===== src/rtl/hex_display_scanner.sv =====
// hex_display_scanner: time-multiplexed seven-segment hex driver with
// frame-synchronous value updates and optional leading-zero blanking.
module hex_display_scanner #(
  parameter int NUM_DIGITS  = 4,
  parameter int REFRESH_DIV = 50000,
  parameter int ACTIVE_LOW  = 1
) (
  input  logic                    clock,
  input  logic                    reset,
  input  logic [4*NUM_DIGITS-1:0] value,
  input  logic                    load,
  input  logic                    enable,
  input  logic                    blank_lz,
  output logic [6:0]              seg,
  output logic [NUM_DIGITS-1:0]   digit_sel,
  output logic                    frame_start,
  output logic                    update_pending
);

  localparam int IDX_W  = (NUM_DIGITS > 1) ? $clog2(NUM_DIGITS) : 1;
  localparam int PCNT_W = (REFRESH_DIV > 1) ? $clog2(REFRESH_DIV) : 1;
  localparam logic [IDX_W-1:0]      IDX_MAX  = IDX_W'(NUM_DIGITS - 1);
  localparam logic [PCNT_W-1:0]     PCNT_MAX = PCNT_W'(REFRESH_DIV - 1);
  localparam logic [6:0]            SEG_OFF  = (ACTIVE_LOW != 0) ? 7'h7F : 7'h00;
  localparam logic [NUM_DIGITS-1:0] SEL_OFF  = (ACTIVE_LOW != 0) ? '1 : '0;

  logic [PCNT_W-1:0]       pcnt_reg, pcnt_next;
  logic [IDX_W-1:0]        idx_reg, idx_next;
  logic [4*NUM_DIGITS-1:0] shadow_reg, shadow_next;
  logic [4*NUM_DIGITS-1:0] pending_reg, pending_next;
  logic                    pend_v_reg, pend_v_next;
  logic                    wrapped_reg, wrapped_next;
  logic [6:0]              seg_reg, seg_next;
  logic [NUM_DIGITS-1:0]   digit_sel_reg, digit_sel_next;
  logic                    frame_start_reg, frame_start_next;

  logic                    tick, boundary;
  logic [NUM_DIGITS-1:0]   sel_on;
  logic [3:0]              cur_nib;
  logic                    cur_blank, all_zero;
  logic [6:0]              seg_al;
  logic [NUM_DIGITS-1:0]   sel_hi;

  // Active-low glyph patterns, seg[6:0] = g..a.
  function automatic logic [6:0] glyph(input logic [3:0] n);
    glyph = 7'h7F;
    case (n)
      4'h0: glyph = 7'b1000000;
      4'h1: glyph = 7'b1111001;
      4'h2: glyph = 7'b0100100;
      4'h3: glyph = 7'b0110000;
      4'h4: glyph = 7'b0011001;
      4'h5: glyph = 7'b0010010;
      4'h6: glyph = 7'b0000010;
      4'h7: glyph = 7'b1111000;
      4'h8: glyph = 7'b0000000;
      4'h9: glyph = 7'b0010000;
      4'hA: glyph = 7'b0001000;
      4'hB: glyph = 7'b0000011;
      4'hC: glyph = 7'b1000110;
      4'hD: glyph = 7'b0100001;
      4'hE: glyph = 7'b0000110;
      4'hF: glyph = 7'b0001110;
      default: glyph = 7'h7F;
    endcase
  endfunction

  for (genvar gi = 0; gi < NUM_DIGITS; gi++) begin : g_sel
    assign sel_on[gi] = (idx_reg == IDX_W'(gi));
  end

  // Scan from the top digit down so all_zero covers nibbles i..NUM_DIGITS-1.
  always_comb begin
    cur_nib   = 4'h0;
    cur_blank = 1'b0;
    all_zero  = 1'b1;
    for (int i = NUM_DIGITS - 1; i >= 0; i--) begin
      all_zero = all_zero && (shadow_reg[4*i +: 4] == 4'h0);
      if (sel_on[i]) begin
        cur_nib   = shadow_reg[4*i +: 4];
        cur_blank = blank_lz && all_zero && (i != 0);
      end
    end
  end

  always_comb begin
    tick         = enable && (pcnt_reg == PCNT_MAX);
    boundary     = tick && (idx_reg == IDX_MAX);
    pcnt_next    = pcnt_reg;
    idx_next     = idx_reg;
    shadow_next  = shadow_reg;
    pending_next = pending_reg;
    pend_v_next  = pend_v_reg;
    wrapped_next = wrapped_reg;
    if (enable) begin
      pcnt_next = tick ? '0 : pcnt_reg + 1'b1;
      if (tick)
        idx_next = (idx_reg == IDX_MAX) ? '0 : idx_reg + 1'b1;
      wrapped_next = boundary;
      // A load on the boundary cycle skips the pending stage entirely.
      if (load && boundary) begin
        shadow_next = value;
        pend_v_next = 1'b0;
      end else if (load) begin
        pending_next = value;
        pend_v_next  = 1'b1;
      end else if (boundary && pend_v_reg) begin
        shadow_next = pending_reg;
        pend_v_next = 1'b0;
      end
    end else if (load) begin
      shadow_next = value;
      pend_v_next = 1'b0;
    end
  end

  always_comb begin
    seg_al = 7'h7F;
    sel_hi = '0;
    if (enable) begin
      sel_hi = sel_on;
      if (!cur_blank)
        seg_al = glyph(cur_nib);
    end
    seg_next         = (ACTIVE_LOW != 0) ? seg_al : ~seg_al;
    digit_sel_next   = (ACTIVE_LOW != 0) ? ~sel_hi : sel_hi;
    frame_start_next = enable && wrapped_reg;
  end

  always_ff @(posedge clock) begin
    if (reset) begin
      pcnt_reg        <= '0;
      idx_reg         <= '0;
      shadow_reg      <= '0;
      pending_reg     <= '0;
      pend_v_reg      <= 1'b0;
      wrapped_reg     <= 1'b0;
      seg_reg         <= SEG_OFF;
      digit_sel_reg   <= SEL_OFF;
      frame_start_reg <= 1'b0;
    end else begin
      pcnt_reg        <= pcnt_next;
      idx_reg         <= idx_next;
      shadow_reg      <= shadow_next;
      pending_reg     <= pending_next;
      pend_v_reg      <= pend_v_next;
      wrapped_reg     <= wrapped_next;
      seg_reg         <= seg_next;
      digit_sel_reg   <= digit_sel_next;
      frame_start_reg <= frame_start_next;
    end
  end

  assign seg            = seg_reg;
  assign digit_sel      = digit_sel_reg;
  assign frame_start    = frame_start_reg;
  assign update_pending = pend_v_reg;

endmodule


===== config.mk =====
export PLATFORM = sky130hd
export DESIGN_NAME = hex_display_scanner
export DESIGN_NICKNAME = d
export VERILOG_FILES = /design/src/rtl/hex_display_scanner.sv
export SDC_FILE = /design/constraint.sdc
export NUM_CORES = 1
export LEC_CHECK = 0
export ABC_AREA = 0
export CAP_MARGIN = 15
export CORE_ASPECT_RATIO = 0.5
export CORE_MARGIN = 4
export CORE_UTILIZATION = 55
export CTS_CLUSTER_DIAMETER = 30
export DETAILED_ROUTE_END_ITERATION = 10
export GPL_TIMING_DRIVEN = 0
export PLACE_DENSITY = 0.86
export SLEW_MARGIN = 10
export SYNTH_ARGS = -nofsm -noshare
export SYNTH_HDL_FRONTEND = slang
export SYNTH_SLANG_ARGS = --single-unit

===== constraint.sdc =====
create_clock -name clock -period 3.2 [get_ports clock]
set_input_delay 0.64 -clock clock [delete_from_list [all_inputs] [get_ports clock]]
set_output_delay 0.64 -clock clock [all_outputs]
set_load 0.005 [all_outputs]

# After elaboration in Yosys (flattened, before gate mapping)
# Memory sizes are Yosys's and may differ from the RTL's. A register that Yosys moved wholly into a read port is not among the register bits.
# Index checks and enable logic that the tools add are counted.
# Widths: inputs -> output; s select.
# op_classes
add_sub_neg	2
mul	0
div	0
order_cmp	0
n_eq_ne	5
n_shift	0
n_mux	21
bitwise	3
n_reduce_logical	21
# op_table
operator	count
$mux 16	6
$mux 4	5
$add 16x1->16 const B	1
$eq 16x16->1 const B	1
$logic_not 4->1	3
$logic_and 1x1->1	10
$mux 1	9
$reduce_and 3->1	2
$eq 2x2->1 const B	2
$not 4->4	1
$reduce_and 2->1	2
$ne 3x2->1 const B	1
$reduce_bool 3->1	1
$reduce_or 3->1	1
$add 2x1->2 const B	1
$eq 2x1->1 const B	1
$logic_not 2->1	1
$mux 2	1
$not 1->1	2
$reduce_bool 2->1	1
# totals
register_bits	57
latchBits	0
mem_bits_rw	0
rom_bits	112
inputBits	21
out_inout_bits	13
word_cells	61
mem_count	1
# memory_table
memory	depth	word_bits	rd	rd_clocked_by_memory_dff	write_ports	line_no	source
(no name shown)	16	7	1	1	0	47	case (n)

# Depth between registers and ports, before layout
# Gate-level depths: netlist of the first run.
# depth
word_depth	8
ltp_mapped	11

# Least setup slack after synthesis of the first run
# No wires, ideal clock.
# synth_timing
kind	register to register
start	register idx_reg[0]
end	register seg_reg[5], in the netlist seg[5]
arrival_ns	2.156
required_ns	3.055
path_slack_ns	0.899
stages_incl_launch_ff	12
path_buffers	1
cell_sequence	dfxtp_1 -> ha_1 -> clkbuf_1 -> nand2_1 -> nor2_1 -> a21oi_1 -> a21oi_1 -> inv_1 -> ha_1 -> mux2_2 -> nand2_1 -> o211ai_1
# synth_between
elab_chain_cells	6
word_cells_on_any_way	13
cone_classes	3 x eq/ne; 8 x mux; 2 x reduce/logical
# synth_rtl
item	line_no	source
start, declared	28	logic [IDX_W-1:0] idx_reg, idx_next;
start signal, assigned	143	idx_reg <= idx_next;
$eq 2x2->1	69	assign sel_on[gi] = (idx_reg == IDX_W'(gi));
$mux 1 (4 in series)	79	if (sel_on[i]) begin
$reduce_or 3->1 (no source line)	n/a	
end, declared	33	logic [6:0] seg_reg, seg_next;
# Several ways; a longest one is shown, not always the timed one.
# A chain may end at the register's enable or synchronous reset.

# Worst setup path after layout of the first run
# Ends and elaborated chain as after synthesis.

==> out/metrics.csv, run 1 <==
stage,metric,value,unit
route,Avg Vias per Cell,5.78,
sta,RSZ-0062 raised after global routing,false,
grt,met3 Usage GRT,7.06,%
finish,Nets,420,
placement,GPL Wtd Cong,0.851,
worst_setup_path,Critical Path RT,3.38,ns
logic_synthesis,Yosys top cell area share,40.0,%
finish,layout cells sized above 1,13.5,%
route,Routed Antenna Nets,0,
grt,GRT busiest layer,met2,
sta,Slew headroom,50.8,%
clock_network,clock tree buffer depth,2,
grt,initial antenna violation count,0,
floorplan,Die H,62.0,µm
sta,final setup violation count,0,
route,routed via count,2690,
placement,Placed Area,0.00362,mm²
finish,Diodes inserted,0,
worst_setup_path,R2R setup slack,0.39,ns
logic_synthesis,multiplexer share of the synthesized area,7.61,%
finish,area grow syn2layout,22.3,%
sta,setup ws final,0.385,ns
min_path,HP Class,flip-flop to flip-flop,
finish,layout filler cell count,423,
finish,post-route insts no fill,465,
clock_network,htree depth,3,
logic_synthesis,net count after synthesis,377,
worst_setup_path,Critical Path Source Type,flip-flop,
logic_synthesis,Netlist Area Pre-Place,0.00321,mm²
floorplan,Die Width,116,µm
worst_setup_path,Arrival @ worst endpoint,2.99,ns
min_path,hold path endpoint,pending_reg[9],
grt,GRT overflow,0,
floorplan,Initial Util,57.6,%
finish,Layout Utilization,70.5,%
sta,fmax,355,MHz
worst_setup_path,depth of the most critical reg-to-reg path,11,
sta,Slew Limit Fails,0,
sta,"Hold Vio Cnt, Final",0,
logic_synthesis,Post-Synth Simple-Gate Area,21.0,%
clock_network,Post-CTS Hold Fix Bufs,0,
power_and_ir_drop,peak supply drop,614,µV
sta,Worst Skew,0.00632,ns
sta,setup TNS,0,ns
power_and_ir_drop,Total Power,2.05,mW
logic_synthesis,post-synth top area cell,dfxtp_1,
route,Iter 0 DRT Violations,205,
clock_network,CTS Root Cell,clkbuf_16,
clock_network,Clock transition at path regs,0.05,ns
power_and_ir_drop,pwr dens,522,mW/mm²
floorplan,Die ar.,0.00719,mm²
clock_network,postcts setup bufs,0,
clock_network,# resized after CTS,0,
logic_synthesis,adder-cell area share of the yosys netlist,4.29,%
worst_setup_path,type of the worst setup path,flip-flop to flip-flop,
worst_setup_path,Critical Path Start,idx_reg[0],
floorplan,Core Region,0.00556,mm²
grt,largest net degree at the start of global routing,11,
grt,global-route wire length before repair,12.0,mm
placement,IO Port Bufs,32,
worst_setup_path,Worst R2R Start,idx_reg[0],
floorplan,Cell Rows,19,
grt,GRT met1 Usage,23.6,%
placement,DP Cell Count,450,
sta,worst slew pin tran,0.736,ns
sta,worst hold slack,0.453,ns
sta,"Period Utilization, post-route",88.0,%
min_path,WHS Path Cells,2,
min_path,Hold Path Origin,pending_reg[9],
logic_synthesis,register area share after synthesis,40.0,%
logic_synthesis,post-synth cell types,56,
power_and_ir_drop,Pleak,1.50,nW
grt,number of global-route vias before repair,2694,
logic_synthesis,Cells after Synth,345,
placement,pre-CTS setup slack,0.429,ns
clock_network,CTS Buf Count,9,
finish,final instance area,0.00392,mm²
worst_setup_path,R2R Path End,seg[5],
grt,Global Route met2 Usage,38.5,%
status,outcome,"complete, no violations",
logic_synthesis,Compound-Gate Fraction of Synth Area,17.7,%
logic_synthesis,synthesized area per cell,9.30,µm²
logic_synthesis,largest family of logic cells by synthesized area,simple AND/OR/NAND/NOR gates,
job,Max Cap Viol,0,
sta,post-layout min period,2.81,ns
grt,Total GRT Usage,21.5,%
floorplan,Top-Level Pins,34,
logic_synthesis,Synth area leaders,"dfxtp_1 40%, nand2_1 6.8%, mux2i_1 6.6%",
route,drt total wl,7.08,mm
route,drt wl/cell,15.2,µm
logic_synthesis,Synth Area in XOR/XNOR,3.82,%
worst_setup_path,Crit Path Max Fanout,10,
clock_network,clk sinks,64,
route,# DRC,0,
worst_setup_path,Critical Path End Type,flip-flop,
route,drt pass-1 iters,5,
placement,Post-DP HPWL,5.17,mm
clock_network,CTS tree,yes,
logic_synthesis,"flops & latches, synth",64,
logic_synthesis,YS warnings,0,
clock_network,worst-skew pair later-pin latency,0.33,ns
[power breakdown]
| part | switching (mW) | internal (mW) |
|---|---|---|
| registers | 0.0206 | 0.830 |
| clock network | 0.332 | 0.674 |
| logic | 0.0956 | 0.0937 |
| total | 0.448 | 1.60 |
[kinds of logic after synthesis]
kind of cell,count (synthesis)
AOI/OAI and AO/OA,79
xor gates and xnor gates,14
adders and majority gates,11
buffers and inverters,28
DFF,64
muxes,24
and+or+nand+nor,125
[worst max path at each step]
stage	end	slack (ns)	cells after the start
CTS	seg[5]	0.40	11
floorplan	seg[5]	0.90	11
detailed placement	pending_reg[7]	0.43	8
finish	seg[5]	0.39	11
global placement	shadow_reg[8]	0.47	8
global route	seg[5]	0.13	11
[critical path: stages (launching register included)]
cell and delay (ns):
dfxtp_1 0.39, ha_1 0.29, clkbuf_1 0.43, nand2_1 0.10
nor2_1 0.11, a21oi_1 0.06, a21oi_1 0.41, inv_1 0.16
ha_1 0.30, mux2_2 0.28, nand2_1 0.06, o211ai_1 0.08
[cells in the final DEF (no fill, tap or decap), drive strengths merged, types with 10 or more instances in the layout]
master,netlist,final
a21oi,41,41
buf,10,10
clkbuf,10,21
clkdlybuf4s50,0,32
dfxtp,64,64
ha,11,11
mux2i,21,21
nand2,58,58
nor2,18,18
o31ai,17,17
xor2,12,12
[per-layer routing]
metal | vias up | routed length [µm]
met1 | 1291 | 3070
met5 | - | 0
met2 | 67 | 3490
met3 | 22 | 346
li1 | 1310 | -
met4 | 0 | 169
[cell usage after synthesis, drive strengths merged]
master,instances
a211oi,5
a21boi,1
a21oi,41
a31o,1
a31oi,2
a41oi,1
and2,2
and3,3
and4,5
and4b,1
buf,10
clkbuf,10
dfxtp,64
dlygate4sd3,1
ha,11
inv,7
mux2,3
mux2i,21
nand2,58
nand2b,7
nand3,7
nand3b,4
nand4,4
nor2,18
nor2b,4
nor3,2
nor3b,3
nor4,3
nor4bb,1
o211ai,4
o21ai,2
o221a,1
o221ai,2
o22ai,1
o31a,1
o31ai,17
or2,1
or3,1
or4b,1
xnor2,2
xor2,12
[layout make-up]
class	count	area (µm²)	area share, %
clock inverter	4	70.1	1.79
clock buffer	11	233	5.93
multi-input combinational	253	1750	44.5
buffer	21	154	3.92
sequential	64	1280	32.7
inverter	7	26.3	0.670
tap	73	91.3	2.33
timing repair buffer	32	320	8.17
No activity file was read; power rests on OpenSTA's default activity.
==> run 2: changes to the inputs <==
--- a/config.mk
+++ b/config.mk
@@ -10,8 +10,8 @@
 export CORE_ASPECT_RATIO = 0.5
 export CORE_MARGIN = 4
 export CORE_UTILIZATION = 55
-export CTS_CLUSTER_DIAMETER = 30
 export DETAILED_ROUTE_END_ITERATION = 10
+export GPL_ROUTABILITY_DRIVEN = 0
 export GPL_TIMING_DRIVEN = 0
 export PLACE_DENSITY = 0.86
 export SLEW_MARGIN = 10
==> results of run 2 <==
No change in the layout: final DEF, timing and power equal those of run 1.
